==> src/rtl/reg_scoreboard_if.sv <==
// reg_scoreboard_if: issue/writeback handshake and status bundle between decode, writeback and the scoreboard
interface reg_scoreboard_if #(
  parameter int NREGS = 32,
  parameter int CNT_W = 2
);
  localparam int IW = $clog2(NREGS);
  localparam int PW = $clog2(NREGS * ((1 << CNT_W) - 1) + 1);
  logic            flush;
  logic            issue_valid;
  logic [IW-1:0]   issue_rs;
  logic [IW-1:0]   issue_rt;
  logic            issue_uses_rs;
  logic            issue_uses_rt;
  logic            issue_wr;
  logic [IW-1:0]   issue_rd;
  logic            issue_ready;
  logic            wb_valid;
  logic [IW-1:0]   wb_rd;
  logic [NREGS-1:0] busy_vec;
  logic [PW-1:0]   pending_total;
  logic            err_underflow;
  modport master (
    output flush, issue_valid, issue_rs, issue_rt, issue_uses_rs, issue_uses_rt,
           issue_wr, issue_rd, wb_valid, wb_rd,
    input  issue_ready, busy_vec, pending_total, err_underflow
  );
  modport slave (
    input  flush, issue_valid, issue_rs, issue_rt, issue_uses_rs, issue_uses_rt,
           issue_wr, issue_rd, wb_valid, wb_rd,
    output issue_ready, busy_vec, pending_total, err_underflow
  );
endinterface

==> src/rtl/reg_scoreboard.sv <==
// reg_scoreboard: per-register outstanding-write counters that stall issue on RAW hazards or saturated destinations
module reg_scoreboard #(
  parameter int NREGS = 32,
  parameter int CNT_W = 2
) (
  input logic clk,
  input logic rst,
  reg_scoreboard_if.slave sb
);
  localparam int IW = $clog2(NREGS);
  localparam int MAX = (1 << CNT_W) - 1;
  localparam int PW = $clog2(NREGS * MAX + 1);
  logic [CNT_W-1:0] cnt_q [NREGS];
  logic [CNT_W-1:0] cnt_d [NREGS];
  logic [PW-1:0] pend_q, pend_d;
  logic err_q, err_d;
  logic [NREGS-1:0] busy;
  logic ready, inc_any, dec_any, under;
  // Register 0 is excluded through the rd!=0 gating, so cnt_q[0] never leaves zero
  always_comb begin
    for (int r = 0; r < NREGS; r++) busy[r] = cnt_q[r] != '0;
    ready = !(sb.issue_uses_rs & busy[sb.issue_rs] & (sb.issue_rs != '0))
          & !(sb.issue_uses_rt & busy[sb.issue_rt] & (sb.issue_rt != '0))
          & !(sb.issue_wr & (sb.issue_rd != '0) & (cnt_q[sb.issue_rd] == CNT_W'(MAX)));
    inc_any = sb.issue_valid & ready & sb.issue_wr & (sb.issue_rd != '0);
    dec_any = sb.wb_valid & (sb.wb_rd != '0) & (cnt_q[sb.wb_rd] != '0);
    under = sb.wb_valid & (sb.wb_rd != '0) & (cnt_q[sb.wb_rd] == '0);
    for (int r = 0; r < NREGS; r++)
      cnt_d[r] = sb.flush ? '0 : cnt_q[r] + CNT_W'(inc_any && sb.issue_rd == IW'(r))
                                          - CNT_W'(dec_any && sb.wb_rd == IW'(r));
    pend_d = sb.flush ? '0 : pend_q + PW'(inc_any) - PW'(dec_any);
    err_d = err_q | (under & !sb.flush);
  end
  always_ff @(posedge clk or posedge rst)
    if (rst) begin
      cnt_q <= '{default: '0};
      pend_q <= '0;
      err_q <= 1'b0;
    end else begin
      cnt_q <= cnt_d;
      pend_q <= pend_d;
      err_q <= err_d;
    end
  assign sb.issue_ready = ready;
  assign sb.busy_vec = busy;
  assign sb.pending_total = pend_q;
  assign sb.err_underflow = err_q;
endmodule
==> src/flat_wrapper.sv <==
// flat-port wrapper written by rule: the top's interface ports become plain ports
module reg_scoreboard_flat 
#(
  parameter int NREGS = 32,
  parameter int CNT_W = 2
)
  (clk, rst, sb_flush, sb_issue_valid, sb_issue_rs, sb_issue_rt, sb_issue_uses_rs, sb_issue_uses_rt, sb_issue_wr, sb_issue_rd, sb_wb_valid, sb_wb_rd, sb_issue_ready, sb_busy_vec, sb_pending_total, sb_err_underflow);
  reg_scoreboard_if #(.NREGS(NREGS), .CNT_W(CNT_W)) sb_i ();
  input logic clk;
  input logic rst;
  input wire logic [$bits(sb_i.flush)-1:0] sb_flush;
  input wire logic [$bits(sb_i.issue_valid)-1:0] sb_issue_valid;
  input wire logic [$bits(sb_i.issue_rs)-1:0] sb_issue_rs;
  input wire logic [$bits(sb_i.issue_rt)-1:0] sb_issue_rt;
  input wire logic [$bits(sb_i.issue_uses_rs)-1:0] sb_issue_uses_rs;
  input wire logic [$bits(sb_i.issue_uses_rt)-1:0] sb_issue_uses_rt;
  input wire logic [$bits(sb_i.issue_wr)-1:0] sb_issue_wr;
  input wire logic [$bits(sb_i.issue_rd)-1:0] sb_issue_rd;
  input wire logic [$bits(sb_i.wb_valid)-1:0] sb_wb_valid;
  input wire logic [$bits(sb_i.wb_rd)-1:0] sb_wb_rd;
  output wire logic [$bits(sb_i.issue_ready)-1:0] sb_issue_ready;
  output wire logic [$bits(sb_i.busy_vec)-1:0] sb_busy_vec;
  output wire logic [$bits(sb_i.pending_total)-1:0] sb_pending_total;
  output wire logic [$bits(sb_i.err_underflow)-1:0] sb_err_underflow;
  assign sb_i.flush = sb_flush;
  assign sb_i.issue_valid = sb_issue_valid;
  assign sb_i.issue_rs = sb_issue_rs;
  assign sb_i.issue_rt = sb_issue_rt;
  assign sb_i.issue_uses_rs = sb_issue_uses_rs;
  assign sb_i.issue_uses_rt = sb_issue_uses_rt;
  assign sb_i.issue_wr = sb_issue_wr;
  assign sb_i.issue_rd = sb_issue_rd;
  assign sb_i.wb_valid = sb_wb_valid;
  assign sb_i.wb_rd = sb_wb_rd;
  assign sb_issue_ready = sb_i.issue_ready;
  assign sb_busy_vec = sb_i.busy_vec;
  assign sb_pending_total = sb_i.pending_total;
  assign sb_err_underflow = sb_i.err_underflow;
  reg_scoreboard #(.NREGS(NREGS), .CNT_W(CNT_W)) u_core (.clk(clk), .rst(rst), .sb(sb_i));
endmodule
==> config.mk <==
export PLATFORM = sky130hd
export DESIGN_NAME = reg_scoreboard_flat
export DESIGN_NICKNAME = d
export VERILOG_FILES = /design/src/rtl/reg_scoreboard_if.sv /design/src/rtl/reg_scoreboard.sv /design/src/flat_wrapper.sv
export SDC_FILE = /design/constraint.sdc
export NUM_CORES = 1
export LEC_CHECK = 0
export CORE_ASPECT_RATIO = 1.75
export CORE_MARGIN = 2
export CORE_UTILIZATION = 55
export DETAILED_ROUTE_END_ITERATION = 10
export PLACE_DENSITY_LB_ADDON = 0.2
export SLEW_MARGIN = 20
export SYNTH_ARGS = -nofsm -noshare
export SYNTH_HDL_FRONTEND = slang
export SYNTH_SLANG_ARGS = --single-unit
==> constraint.sdc <==
create_clock -name clk -period 5.65 [get_ports clk]
set_clock_uncertainty 0.2 [all_clocks]
set_input_delay 1.695 -clock clk [delete_from_list [all_inputs] [get_ports clk]]
set_output_delay 1.695 -clock clk [all_outputs]
set_load 0.1 [all_outputs]
==> summary.log, run 1 <==
[synth] most used flip-flop cell after synthesis sky130_fd_sc_hd__dfrtp_1
[synth] average instance area after synthesis 8.92 µm²
[drt] average routed wire per standard cell 21.7 µm
[pwr] share of total power in the clock network 0.347
[sta] post-layout worst setup margin 0.00292 ns
[clocking] CTS tree done
[final_layout] most common cell after layout, fill and taps aside sky130_fd_sc_hd__inv_1
[grt] GRT overflow 0
[pwr] power after layout 1.81 mW
[die] standard cell core area 11500 µm²
[placement] minimum setup slack after placement -0.498 ns
[pwr] standby leakage power 4.00 nW
[drt] number of iterations in the first detailed-routing pass 7
[clocking] number of clock buffers inserted by TritonCTS 9
[pwr] switching pwr 0.670 mW
[die] horizontal die dimension 85.3 µm
[job] max-capacitance violation count 0
[synth] fraction of registers with async set/reset 1.00
[synth] number of unique standard cell types used by synthesis 60
[worst_setup_path] FF-to-FF Start u_core.cnt_q[25]$_DFF_PP0_
[final_layout] Syn-to-layout area delta 22.3%
[worst_setup_path] setup slack on the worst flop-to-flop path 1.40 ns
[placement] estimated wirelength of the detail-placed design 15.6 mm
[die] Die H 146 µm
[sta] unrepaired setup endpoints after global routing false
[synth] number of synthesized register bits 72
[synth] Synth top area share 0.283
[worst_setup_path] Critical R2R Capture u_core.sb.pending_total[6]$_DFF_PP0_
[synth] Netlist Area Pre-Place 6370 µm²
[pwr] switching part of the total power 0.370
[grt] number of antenna violations at the first check in global routing 0
[pwr] power per standard cell area 233 nW/µm²
[sta] Hold Vio Cnt, Final 0
[final_layout] number of standard cells in the final layout excluding fillers 941
[die] initial core utilization 0.556
[placement] dpl cells 924
[drt] DR DRC count 0
[synth] count of mapped cells out of synthesis 714
[worst_setup_path] Setup crit start kind input pin
[min_path] hold path start u_core.sb.err_underflow$_DFF_PP0_
[pwr] Max rail drop VDD 419 µV
[final_layout] most frequent cells in the layout 110 x sky130_fd_sc_hd__inv_1, 75 x sky130_fd_sc_hd__nor2_1, 72 x sky130_fd_sc_hd__dfrtp_1
[clocking] clock latency on the worst-skew pair 0.34 ns
[clocking] clock edge transition at the registers on the reported setup and hold paths 0.06 ns
[pwr] portion of total power attributed to sequential cells 0.311
[placement] gp weighted congestion 1.08
[clocking] maximum clock path buffer count 2
[final_layout] ANT cells 0
[sta] final worst-path cycle share 0.999
[die] die area 12500 µm²
[min_path] number of instances on the worst hold path 1
[grt] maximum number of pins on one net before global-route repair 41
[die] I/O pin count 69
[min_path] Hold Crit Endpoint u_core.sb.err_underflow$_DFF_PP0_
[grt] first-pass GRT wire length 31.8 mm
[clocking] Clock Sinks 72
[clocking] H-tree level count 3
[worst_setup_path] worst endpoint data arrival time 3.75 ns
[pwr] relative contribution of combinational cells to total power 0.342
[worst_setup_path] crit path kind input pin to output port
[final_layout] final net count 901
[synth] number of enable flip-flop cells after synthesis 0
[sta] worst slew pin tran 0.994 ns
[grt] Global Route Usage Sum 0.334
[sta] shortest period the worst path allows 5.65 ns
[status] outcome completed
[min_path] type of the tightest min-delay check flop to flop
[worst_setup_path] required arrival time at the worst endpoint 3.75 ns
[final_layout] final core occ 0.680
[placement] count of input and output buffers 68
[drt] number of vias per cell 6.13
[worst_setup_path] nature of the critical path endpoint output port
[sta] worst hold slack across all endpoints 0.325 ns
[synth] sequential-to-total area share from yosys stat 0.283
[sta] number of max-slew violations in the final report 0
[drt] total number of vias 5772
[drt] overall routed net length 20.4 mm
[grt] via count of the first global-routing pass 5963
[sta] highest attainable clock frequency 177 MHz
[drt] DRT iter0 DRCs 415
[worst_setup_path] largest driver fanout on the critical path 9
[worst_setup_path] length in cells of the worst reg-to-reg path 16
[synth] library cell occupying the most area in the post-synthesis netlist sky130_fd_sc_hd__dfrtp_1
[die] row count 52
[pwr] internal power 1.14 mW
[sta] Relative slew margins 0.335
[synth] largest cells by area after synthesis sky130_fd_sc_hd__dfrtp_1 28%, sky130_fd_sc_hd__ha_1 14%, sky130_fd_sc_hd__inv_1 6.5%
[drt] antenna-violating nets left 0
[clocking] cts-stage hold buffer count 0
[final_layout] share of layout cells above drive strength 1 0.130
[synth] Yosys warning total 0
[clocking] root cell of the clock tree sky130_fd_sc_hd__clkbuf_16
[sta] final-report setup violation count 0
==> cells in the mapped netlist (2+ instances only) <==
cell and number:
sky130_fd_sc_hd__a211o_1 2, sky130_fd_sc_hd__nand2_1 19, sky130_fd_sc_hd__mux4_1 5, sky130_fd_sc_hd__buf_2 5
sky130_fd_sc_hd__nor3b_1 2, sky130_fd_sc_hd__xor2_1 34, sky130_fd_sc_hd__o2111ai_1 3, sky130_fd_sc_hd__nand4_1 4
sky130_fd_sc_hd__or2_2 6, sky130_fd_sc_hd__a22oi_1 3, sky130_fd_sc_hd__mux2_2 2, sky130_fd_sc_hd__ha_1 71
sky130_fd_sc_hd__a211oi_1 4, sky130_fd_sc_hd__buf_1 2, sky130_fd_sc_hd__nor3_1 38, sky130_fd_sc_hd__xnor2_1 33
sky130_fd_sc_hd__a21oi_1 14, sky130_fd_sc_hd__and2_1 3, sky130_fd_sc_hd__inv_1 111, sky130_fd_sc_hd__a222oi_1 2
sky130_fd_sc_hd__a21o_1 3, sky130_fd_sc_hd__nor2b_1 42, sky130_fd_sc_hd__nand3_1 11, sky130_fd_sc_hd__nand2b_1 3
sky130_fd_sc_hd__o21ai_0 12, sky130_fd_sc_hd__mux4_2 18, sky130_fd_sc_hd__o21a_1 3, sky130_fd_sc_hd__nor4_2 5
sky130_fd_sc_hd__nand3b_1 2, sky130_fd_sc_hd__inv_2 2, sky130_fd_sc_hd__buf_6 4, sky130_fd_sc_hd__mux2i_1 13
sky130_fd_sc_hd__nor2_1 75, sky130_fd_sc_hd__nor4b_1 2, sky130_fd_sc_hd__clkbuf_1 25, sky130_fd_sc_hd__a221oi_1 3
sky130_fd_sc_hd__nor4_1 33, sky130_fd_sc_hd__a31oi_1 2, sky130_fd_sc_hd__dfrtp_1 72
==> layout make-up <==
| cell class | instances | area [µm²] |
|---|---|---|
| Tap cell | 135 | 169 |
| Multi-Input combinational cell | 493 | 4000 |
| Clock inverter | 5 | 80.1 |
| Fill cell | 963 | 3660 |
| Inverter | 113 | 424 |
| Clock buffer | 11 | 243 |
| Timing Repair Buffer | 112 | 1060 |
| Sequential cell | 72 | 1800 |
==> cells by family (layout without fill, tap and decap cells) <==
family / after synthesis / after routing / share of synthesized area
fa+ha+maj: 72 / 72 / 0.143
compound gates: 64 / 64 / 0.0723
buf+inv: 150 / 241 / 0.0947
mux: 38 / 38 / 0.108
flops: 72 / 72 / 0.283
xor+xnor: 67 / 67 / 0.0921
simple gates: 250 / 250 / 0.206
other cells: 1 / 2 / 0.000589
==> power groups by stage <==
stage / clock network, mW / logic, mW / registers, mW
after CTS: 0.637 / 0.615 / 0.564
after global routing: 0.656 / 0.656 / 0.568
after detailed placement: 0 / 0.612 / 0.574
final: 0.629 / 0.619 / 0.564
after global placement: 0 / 0.602 / 0.572
after floorplan: 0 / 0.316 / 0.691
==> per-stage QoR <==
stage	area, µm²	setup TNS, ns
2_1_floorplan	6380	0
3_3_place_gp	7440	-1.25
3_5_place_dp	7440	-1.80
4_1_cts	7760	0
5_1_grt	7790	0
6_report	7790	0
==> worst max-delay path by stage <==
stage / from / endpoint / depth (start not counted)
4_1_cts: sb_issue_rd[2] / sb_issue_ready / 9
3_3_place_gp: sb_issue_rt[0] / sb_issue_ready / 7
5_1_grt: sb_issue_rt[0] / sb_issue_ready / 7
3_5_place_dp: sb_issue_rt[0] / sb_issue_ready / 7
2_1_floorplan: sb_issue_rt[0] / sb_issue_ready / 7
6_report: sb_issue_rd[2] / sb_issue_ready / 10
==> registers in the layout, summed over array words and instances, names as in the netlist <==
name                     flops
u_core.cnt_q                64
u_core.sb.err_underflow      1
u_core.sb.pending_total      7
==> routing by layer <==
| layer | vias to the layer above | GRT usage | share of wire |
|---|---|---|---|
| li1 | 2613 | - | - |
| met1 | 2781 | 0.379 | 0.35 |
| met2 | 290 | 0.581 | 0.52 |
| met3 | 88 | 0.0480 | 0.065 |
| met4 | 0 | 0.200 | 0.065 |
| met5 | - | 0 | 0 |
==> critical path, stage by stage <==
cell                              delay, ns
sky130_fd_sc_hd__clkdlybuf4s50_1       0.45
sky130_fd_sc_hd__buf_12                0.16
sky130_fd_sc_hd__buf_4                 0.18
sky130_fd_sc_hd__nor2_1                0.22
sky130_fd_sc_hd__a22oi_1               0.14
sky130_fd_sc_hd__nand4_1               0.17
sky130_fd_sc_hd__o22a_1                0.20
sky130_fd_sc_hd__nand3_1               0.13
sky130_fd_sc_hd__a21oi_4               0.21
sky130_fd_sc_hd__buf_12                0.20
==> what timing repair did <==
action | CTS | global route
gates cloned | 0 | 0
endpoints found under the setup margin | 3 | 2
pin swaps | 2 | 2
setup buffers | 1 | 0
resized for setup | 15 | 6
Note: power is estimated with default switching activity, not from simulation.
==> run 2, diff against run 1 <==
--- a/config.mk
+++ b/config.mk
@@ -9,7 +9,8 @@
 export CORE_MARGIN = 2
 export CORE_UTILIZATION = 55
 export DETAILED_ROUTE_END_ITERATION = 10
-export PLACE_DENSITY_LB_ADDON = 0.2
+export GPL_ROUTABILITY_DRIVEN = 0
+export PLACE_DENSITY = 0.9
 export SLEW_MARGIN = 20
 export SYNTH_ARGS = -nofsm -noshare
 export SYNTH_HDL_FRONTEND = slang
==> run 2 against run 1 <==
Maximum frequency grew 0.30%. The flow now finishes with violations (design-rule violations). Hold slack lost 0.060 ns. Clock power is essentially flat. Clock-buffer cell count grew 1. Wire length shrank 0.85%. Final cell count shrank 0.43%. Critical path type unchanged. Core utilization shrank 0.27 points.
==> summary.log, run 2 (same netlist as run 1, synthesis figures left out) <==
[final_layout] share of layout cells above drive strength 1 0.130
[final_layout] Syn-to-layout area delta 21.8%
[worst_setup_path] Critical R2R Capture u_core.sb.pending_total[6]$_DFF_PP0_
[clocking] clock latency on the worst-skew pair 0.35 ns
[sta] Hold Vio Cnt, Final 0
[min_path] Hold Crit Endpoint u_core.sb.err_underflow$_DFF_PP0_
[grt] GRT overflow 0
[die] initial core utilization 0.556
[die] Die H 146 µm
[worst_setup_path] largest driver fanout on the critical path 11
[placement] instance area after placement 7370 µm²
[die] row count 52
[clocking] clock edge transition at the registers on the reported setup and hold paths 0.06 ns
[sta] highest attainable clock frequency 178 MHz
[status] failing checks design-rule violations
[pwr] standby leakage power 3.97 nW
[min_path] number of instances on the worst hold path 1
[worst_setup_path] worst endpoint data arrival time 3.74 ns
[clocking] CTS tree done
[die] I/O pin count 69
[drt] Detail Route met3 WL 2.09 mm
[drt] Routed met2 length 9.86 mm
[drt] DRT iter0 DRCs 815
[drt] average routed wire per standard cell 21.6 µm
[final_layout] most common cell after layout, fill and taps aside sky130_fd_sc_hd__inv_1
[die] die area 12500 µm²
[status] outcome finished, violations left
[sta] worst slew pin tran 0.986 ns
[pwr] power after layout 1.81 mW
[job] max-capacitance violation count 0
[pwr] power per standard cell area 233 nW/µm²
[clocking] cts-stage hold buffer count 0
[sta] worst hold slack across all endpoints 0.265 ns
[clocking] H-tree level count 3
[worst_setup_path] length in cells of the worst reg-to-reg path 17
[final_layout] Top reg by flops u_core.cnt_q
[worst_setup_path] required arrival time at the worst endpoint 3.75 ns
[worst_setup_path] Crit path buffers/inverters 4
[pwr] Max rail drop VDD 448 µV
[drt] routed metal-1 wire length 6.35 mm
[grt] Global Route Usage Sum 0.339
[worst_setup_path] peak per-stage delay on the critical path 0.47 ns
[drt] DR top layer met4
[drt] DR DRC count 1
[worst_setup_path] cell family with most CP delay buffers and inverters
[final_layout] final instance area 7750 µm²
[die] horizontal die dimension 85.3 µm
[grt] maximum number of pins on one net before global-route repair 44
[placement] estimated wirelength of the detail-placed design 14.0 mm
[worst_setup_path] crit path kind input pin to output port
[placement] count of input and output buffers 68
[worst_setup_path] FF-to-FF Start u_core.cnt_q[4]$_DFF_PP0_
[worst_setup_path] list of cells traversed by the critical path clkdlybuf4s50_1 > buf_6 > nor2b_1 > buf_4 > a22oi_1 > nand3_1 > o22a_2 > nand3_2 > a21oi_4 > buf_12
[grt] number of antenna violations at the first check in global routing 0
[sta] final-report setup violation count 0
[drt] antenna-violating nets left 0
[final_layout] flip-flop count of the largest register after layout 64
[sta] Relative slew margins 0.340
[clocking] maximum clock path buffer count 2
[clocking] number of clock buffers inserted by TritonCTS 9
[drt] number of vias per cell 6.62
[grt] first-pass GRT wire length 32.5 mm
[sta] final worst-path cycle share 0.996
[final_layout] ANT cells 0
[final_layout] most frequent cells in the layout 110 x sky130_fd_sc_hd__inv_1, 75 x sky130_fd_sc_hd__nor2_1, 72 x sky130_fd_sc_hd__dfrtp_1
[final_layout] final net count 897
[min_path] hold path start u_core.sb.err_underflow$_DFF_PP0_
[sta] shortest period the worst path allows 5.63 ns
[worst_setup_path] nature of the critical path endpoint output port
[sta] number of max-slew violations in the final report 0
[final_layout] total of fill cells in the finished design 773
[drt] overall routed net length 20.3 mm
[clocking] root cell of the clock tree sky130_fd_sc_hd__clkbuf_16
[worst_setup_path] setup slack on the worst flop-to-flop path 1.25 ns
[min_path] type of the tightest min-delay check flop to flop
[clocking] Clock Sinks 72
[worst_setup_path] standard cell with the maximum stage delay on the critical path sky130_fd_sc_hd__clkdlybuf4s50_1
[drt] number of iterations in the first detailed-routing pass 11
[die] standard cell core area 11500 µm²
[drt] total number of vias 6202
[worst_setup_path] Setup crit start kind input pin
[grt] via count of the first global-routing pass 6332
==> run 2: cell count changes in the layout (fill, tap and decap cells not counted), moves of 2 or more <==
cell                              change
sky130_fd_sc_hd__buf_4                -5
sky130_fd_sc_hd__nor3_1               +2
sky130_fd_sc_hd__clkinvlp_4           -2
sky130_fd_sc_hd__buf_6                +4
sky130_fd_sc_hd__dlymetal6s2s_1       -2
sky130_fd_sc_hd__mux2i_4              +2
sky130_fd_sc_hd__mux2i_1              -2
sky130_fd_sc_hd__clkinv_4             +2
sky130_fd_sc_hd__buf_12               -3
sky130_fd_sc_hd__nor3_2               -2
sky130_fd_sc_hd__clkdlybuf4s50_1      +2
==> run 2: metal layers <==
layer	up-vias	global-route usage
li1	2607	-
met1	2856	0.372
met2	544	0.560
met3	195	0.0876
met4	0	0.237
met5	-	0
==> run 2: cell type report <==
cell class	count	area [µm²]	share of cell area
multi-input combinational	493	4030	0.520
clock buffer	12	246	0.0318
clock inverter	4	77.6	0.0100
inverter	113	424	0.0547
sequential	72	1800	0.232
timing repair buffer	108	1000	0.130
tap	135	169	0.0218
==> run 2: where the power goes <==
part | switching [mW] | total (mW) | internal [mW] | leakage (nW)
clock network | 0.226 | 0.626 | 0.400 | 0.157
registers | 0.0254 | 0.567 | 0.541 | 0.990
logic | 0.417 | 0.618 | 0.200 | 2.82
==> run 2: worst max-delay path by stage <==
stage / start / to / depth (start not counted)
2_1_floorplan: sb_issue_rt[0] / sb_issue_ready / 7
6_report: sb_issue_rd[2] / sb_issue_ready / 10
5_1_grt: sb_issue_rd[2] / sb_issue_ready / 10
3_5_place_dp: sb_issue_rt[0] / u_core.sb.pending_total[6]$_DFF_PP0_ / 16
3_3_place_gp: sb_issue_rt[0] / sb_issue_ready / 7
4_1_cts: sb_issue_rd[1] / sb_issue_ready / 10
==> run 2: stage by stage <==
step | instances | utilization | setup TNS (ns) | worst slack [ns]
global route | 937 | 0.677 | -0.0241 | -0.0241
detailed placement | 920 | 0.643 | -1.32 | -0.469
global placement | 920 | 0.643 | -0.893 | -0.416
CTS | 937 | 0.673 | 0 | 0.0476
floorplan | 715 | - | 0 | 0.161
finish | 937 | 0.677 | 0 | 0.0199
==> run 2: timing repair <==
item	in CTS	in global routing
buffers inserted	1	0
pin swaps	4	4
endpoints found under the setup margin	2	1
gates resized for setup	16	10
hold endpoints to repair	0	0
==> run 3, diff against run 2 <==
--- a/config.mk
+++ b/config.mk
@@ -7,10 +7,10 @@
 export LEC_CHECK = 0
 export CORE_ASPECT_RATIO = 1.75
 export CORE_MARGIN = 2
-export CORE_UTILIZATION = 55
+export CORE_UTILIZATION = 58
 export DETAILED_ROUTE_END_ITERATION = 10
 export GPL_ROUTABILITY_DRIVEN = 0
-export PLACE_DENSITY = 0.9
+export PLACE_DENSITY = 0.94
 export SLEW_MARGIN = 20
 export SYNTH_ARGS = -nofsm -noshare
 export SYNTH_HDL_FRONTEND = slang
==> run 3 against run 2 <==
The run still ends with design-rule violations left. Critical path type unchanged. Flip-flop and latch count did not move. Sequential share of layout area up 0.20 points. Maximum frequency is 0.52% higher. Final cell count is 1.4% lower. Design area shrank 0.84%. Setup slack better by 0.029 ns. Register-to-register slack improved by 0.17 ns. Largest cell class unchanged. First-iteration DRC count up 16%.
==> summary.log, run 3 (same netlist as run 1, synthesis figures left out) <==
[worst_setup_path] nature of the critical path endpoint output port
[pwr] power after layout 1.83 mW
[clocking] clock latency on the worst-skew pair 0.36 ns
[clocking] CTS tree done
[final_layout] final net count 889
[final_layout] share of layout cells above drive strength 1 0.120
[pwr] portion of total power attributed to sequential cells 0.310
[grt] GRT overflow 0
[placement] dpl cells 908
[drt] overall routed net length 20.1 mm
[worst_setup_path] cell family with most CP delay buffers and inverters
[worst_setup_path] Critical R2R Capture u_core.sb.pending_total[6]$_DFF_PP0_
[drt] total number of vias 6240
[worst_setup_path] worst setup path endpoint sb_issue_ready
[die] I/O pin count 69
[drt] average routed wire per standard cell 21.8 µm
[pwr] power per standard cell area 237 nW/µm²
[die] die area 11900 µm²
[drt] number of iterations in the first detailed-routing pass 11
[worst_setup_path] standard cell with the maximum stage delay on the critical path sky130_fd_sc_hd__clkdlybuf4s50_1
[drt] DRT iter0 DRCs 944
[final_layout] final instance area 7690 µm²
[die] row count 50
[job] max-capacitance violation count 0
[pwr] share of total power in the clock network 0.355
[clocking] root cell of the clock tree sky130_fd_sc_hd__clkbuf_16
[worst_setup_path] length in cells of the worst reg-to-reg path 16
[drt] antenna-violating nets left 0
[placement] count of input and output buffers 68
[pwr] relative contribution of combinational cells to total power 0.335
[pwr] internal power 1.15 mW
[sta] unrepaired setup endpoints after global routing false
[final_layout] number of standard cells in the final layout excluding fillers 924
[status] failing checks design-rule violations
[worst_setup_path] setup slack on the worst flop-to-flop path 1.42 ns
[clocking] number of clock buffers inserted by TritonCTS 9
[clocking] cts-stage hold buffer count 0
[grt] first-pass GRT wire length 31.8 mm
[worst_setup_path] required arrival time at the worst endpoint 3.75 ns
[final_layout] most frequent cells in the layout 110 x sky130_fd_sc_hd__inv_1, 75 x sky130_fd_sc_hd__nor2_1, 72 x sky130_fd_sc_hd__dfrtp_1
[final_layout] most common cell after layout, fill and taps aside sky130_fd_sc_hd__inv_1
[final_layout] Top reg by flops u_core.cnt_q
[final_layout] flip-flop count of the largest register after layout 64
[sta] final worst-path cycle share 0.991
[pwr] switching pwr 0.677 mW
[placement] estimated wirelength of the detail-placed design 14.0 mm
[sta] final-report setup violation count 0
[placement] instance area after placement 7330 µm²
[die] horizontal die dimension 83.2 µm
[worst_setup_path] worst setup path startpoint sb_issue_rd[2]
[clocking] H-tree level count 3
[clocking] clock edge transition at the registers on the reported setup and hold paths 0.06 ns
[grt] number of antenna violations at the first check in global routing 0
[clocking] Post CTS Setup Buffer Count 0
[sta] worst slew pin tran 1.08 ns
[pwr] Max rail drop VDD 311 µV
[worst_setup_path] Setup crit start kind input pin
[pwr] switching part of the total power 0.371
[grt] via count of the first global-routing pass 6328
[die] standard cell core area 10700 µm²
[die] Die H 143 µm
[clocking] maximum clock path buffer count 2
[worst_setup_path] list of cells traversed by the critical path clkdlybuf4s50_1 > buf_6 > mux4_2 > o2111a_1 > a32oi_2 > nand3_1 > a21oi_4 > buf_12
[drt] DR DRC count 2
[worst_setup_path] peak per-stage delay on the critical path 0.47 ns
[grt] maximum number of pins on one net before global-route repair 53
[min_path] type of the tightest min-delay check flop to flop
[sta] setup TNS 0 ns
[pwr] standby leakage power 3.96 nW
[grt] Global Route Usage Sum 0.346
[final_layout] ANT cells 0
[worst_setup_path] path length in cells of the critical path 8
[final_layout] Syn-to-layout area delta 20.7%
[drt] number of vias per cell 6.75
[worst_setup_path] FF-to-FF Start u_core.cnt_q[17]$_DFF_PP0_
[worst_setup_path] crit path kind input pin to output port
[sta] highest attainable clock frequency 179 MHz
[clocking] Clock Sinks 72
[worst_setup_path] Crit path buffers/inverters 3
[sta] Relative slew margins 0.282
[status] outcome finished, violations left
[sta] Hold Vio Cnt, Final 0
[worst_setup_path] worst endpoint data arrival time 3.71 ns
[sta] shortest period the worst path allows 5.60 ns
[sta] worst hold slack across all endpoints 0.281 ns
[die] initial core utilization 0.595
[worst_setup_path] largest driver fanout on the critical path 13
[sta] number of max-slew violations in the final report 0
[min_path] hold path start u_core.sb.err_underflow$_DFF_PP0_
[run 3: changes by cell type in the layout (fill, tap and decap cells not counted), sizes merged]
cell,delta
buf,-8
clkbuf,-1
clkdlybuf4s50,-1
clkinv,+1
dlygate4sd2,-1
dlymetal6s2s,+2
[run 3: routing by layer]
| metal | global-route usage | wire length (µm) |
|---|---|---|
| met5 | 0 | 0 |
| met4 | 0.248 | 1770 |
| met3 | 0.0931 | 1940 |
| met2 | 0.598 | 9900 |
| met1 | 0.361 | 6540 |
[run 3: area by class of cell]
cell class	count	area [µm²]
Timing Repair Buffer	100	965
Tap cell	130	163
Clock inverter	5	78.8
Clock buffer	11	253
Sequential cell	72	1800
Multi-Input combinational cell	493	4010
Inverter	113	424
Fill cell	696	3010
[run 3: how the worst min path moves through the flow]
stage | cells past startpoint | slack [ns] | endpoint
final | 1 | 0.28 | u_core.sb.err_underflow$_DFF_PP0_
after global routing | 1 | 0.30 | u_core.sb.err_underflow$_DFF_PP0_
after CTS | 1 | 0.28 | u_core.sb.err_underflow$_DFF_PP0_
after detailed placement | 1 | 0.26 | u_core.sb.err_underflow$_DFF_PP0_
after global placement | 1 | 0.27 | u_core.sb.err_underflow$_DFF_PP0_
after floorplan | 2 | 0.33 | u_core.cnt_q[19]$_DFF_PP0_
[run 3: per-stage QoR]
step | worst slack (ns) | util
finish | 0.0492 | 0.719
global route | 0.00555 | 0.719
CTS | 0.00484 | 0.717
detailed placement | -0.484 | 0.686
global placement | -0.413 | 0.686
floorplan | 0.161 | -
[run 3: timing repair]
action                     4_1_cts  5_1_grt
setup endpoints to repair        2        2
pin swaps                        3        1
gates resized for setup         12        7
[run 3: power groups by stage]
stage               clock network (mW)  registers, mW  logic [mW]
finish                           0.648          0.567       0.612
global route                     0.663          0.570       0.651
CTS                              0.648          0.566       0.605
detailed placement                   0          0.574       0.601
global placement                     0          0.575       0.583
floorplan                            0          0.691       0.316
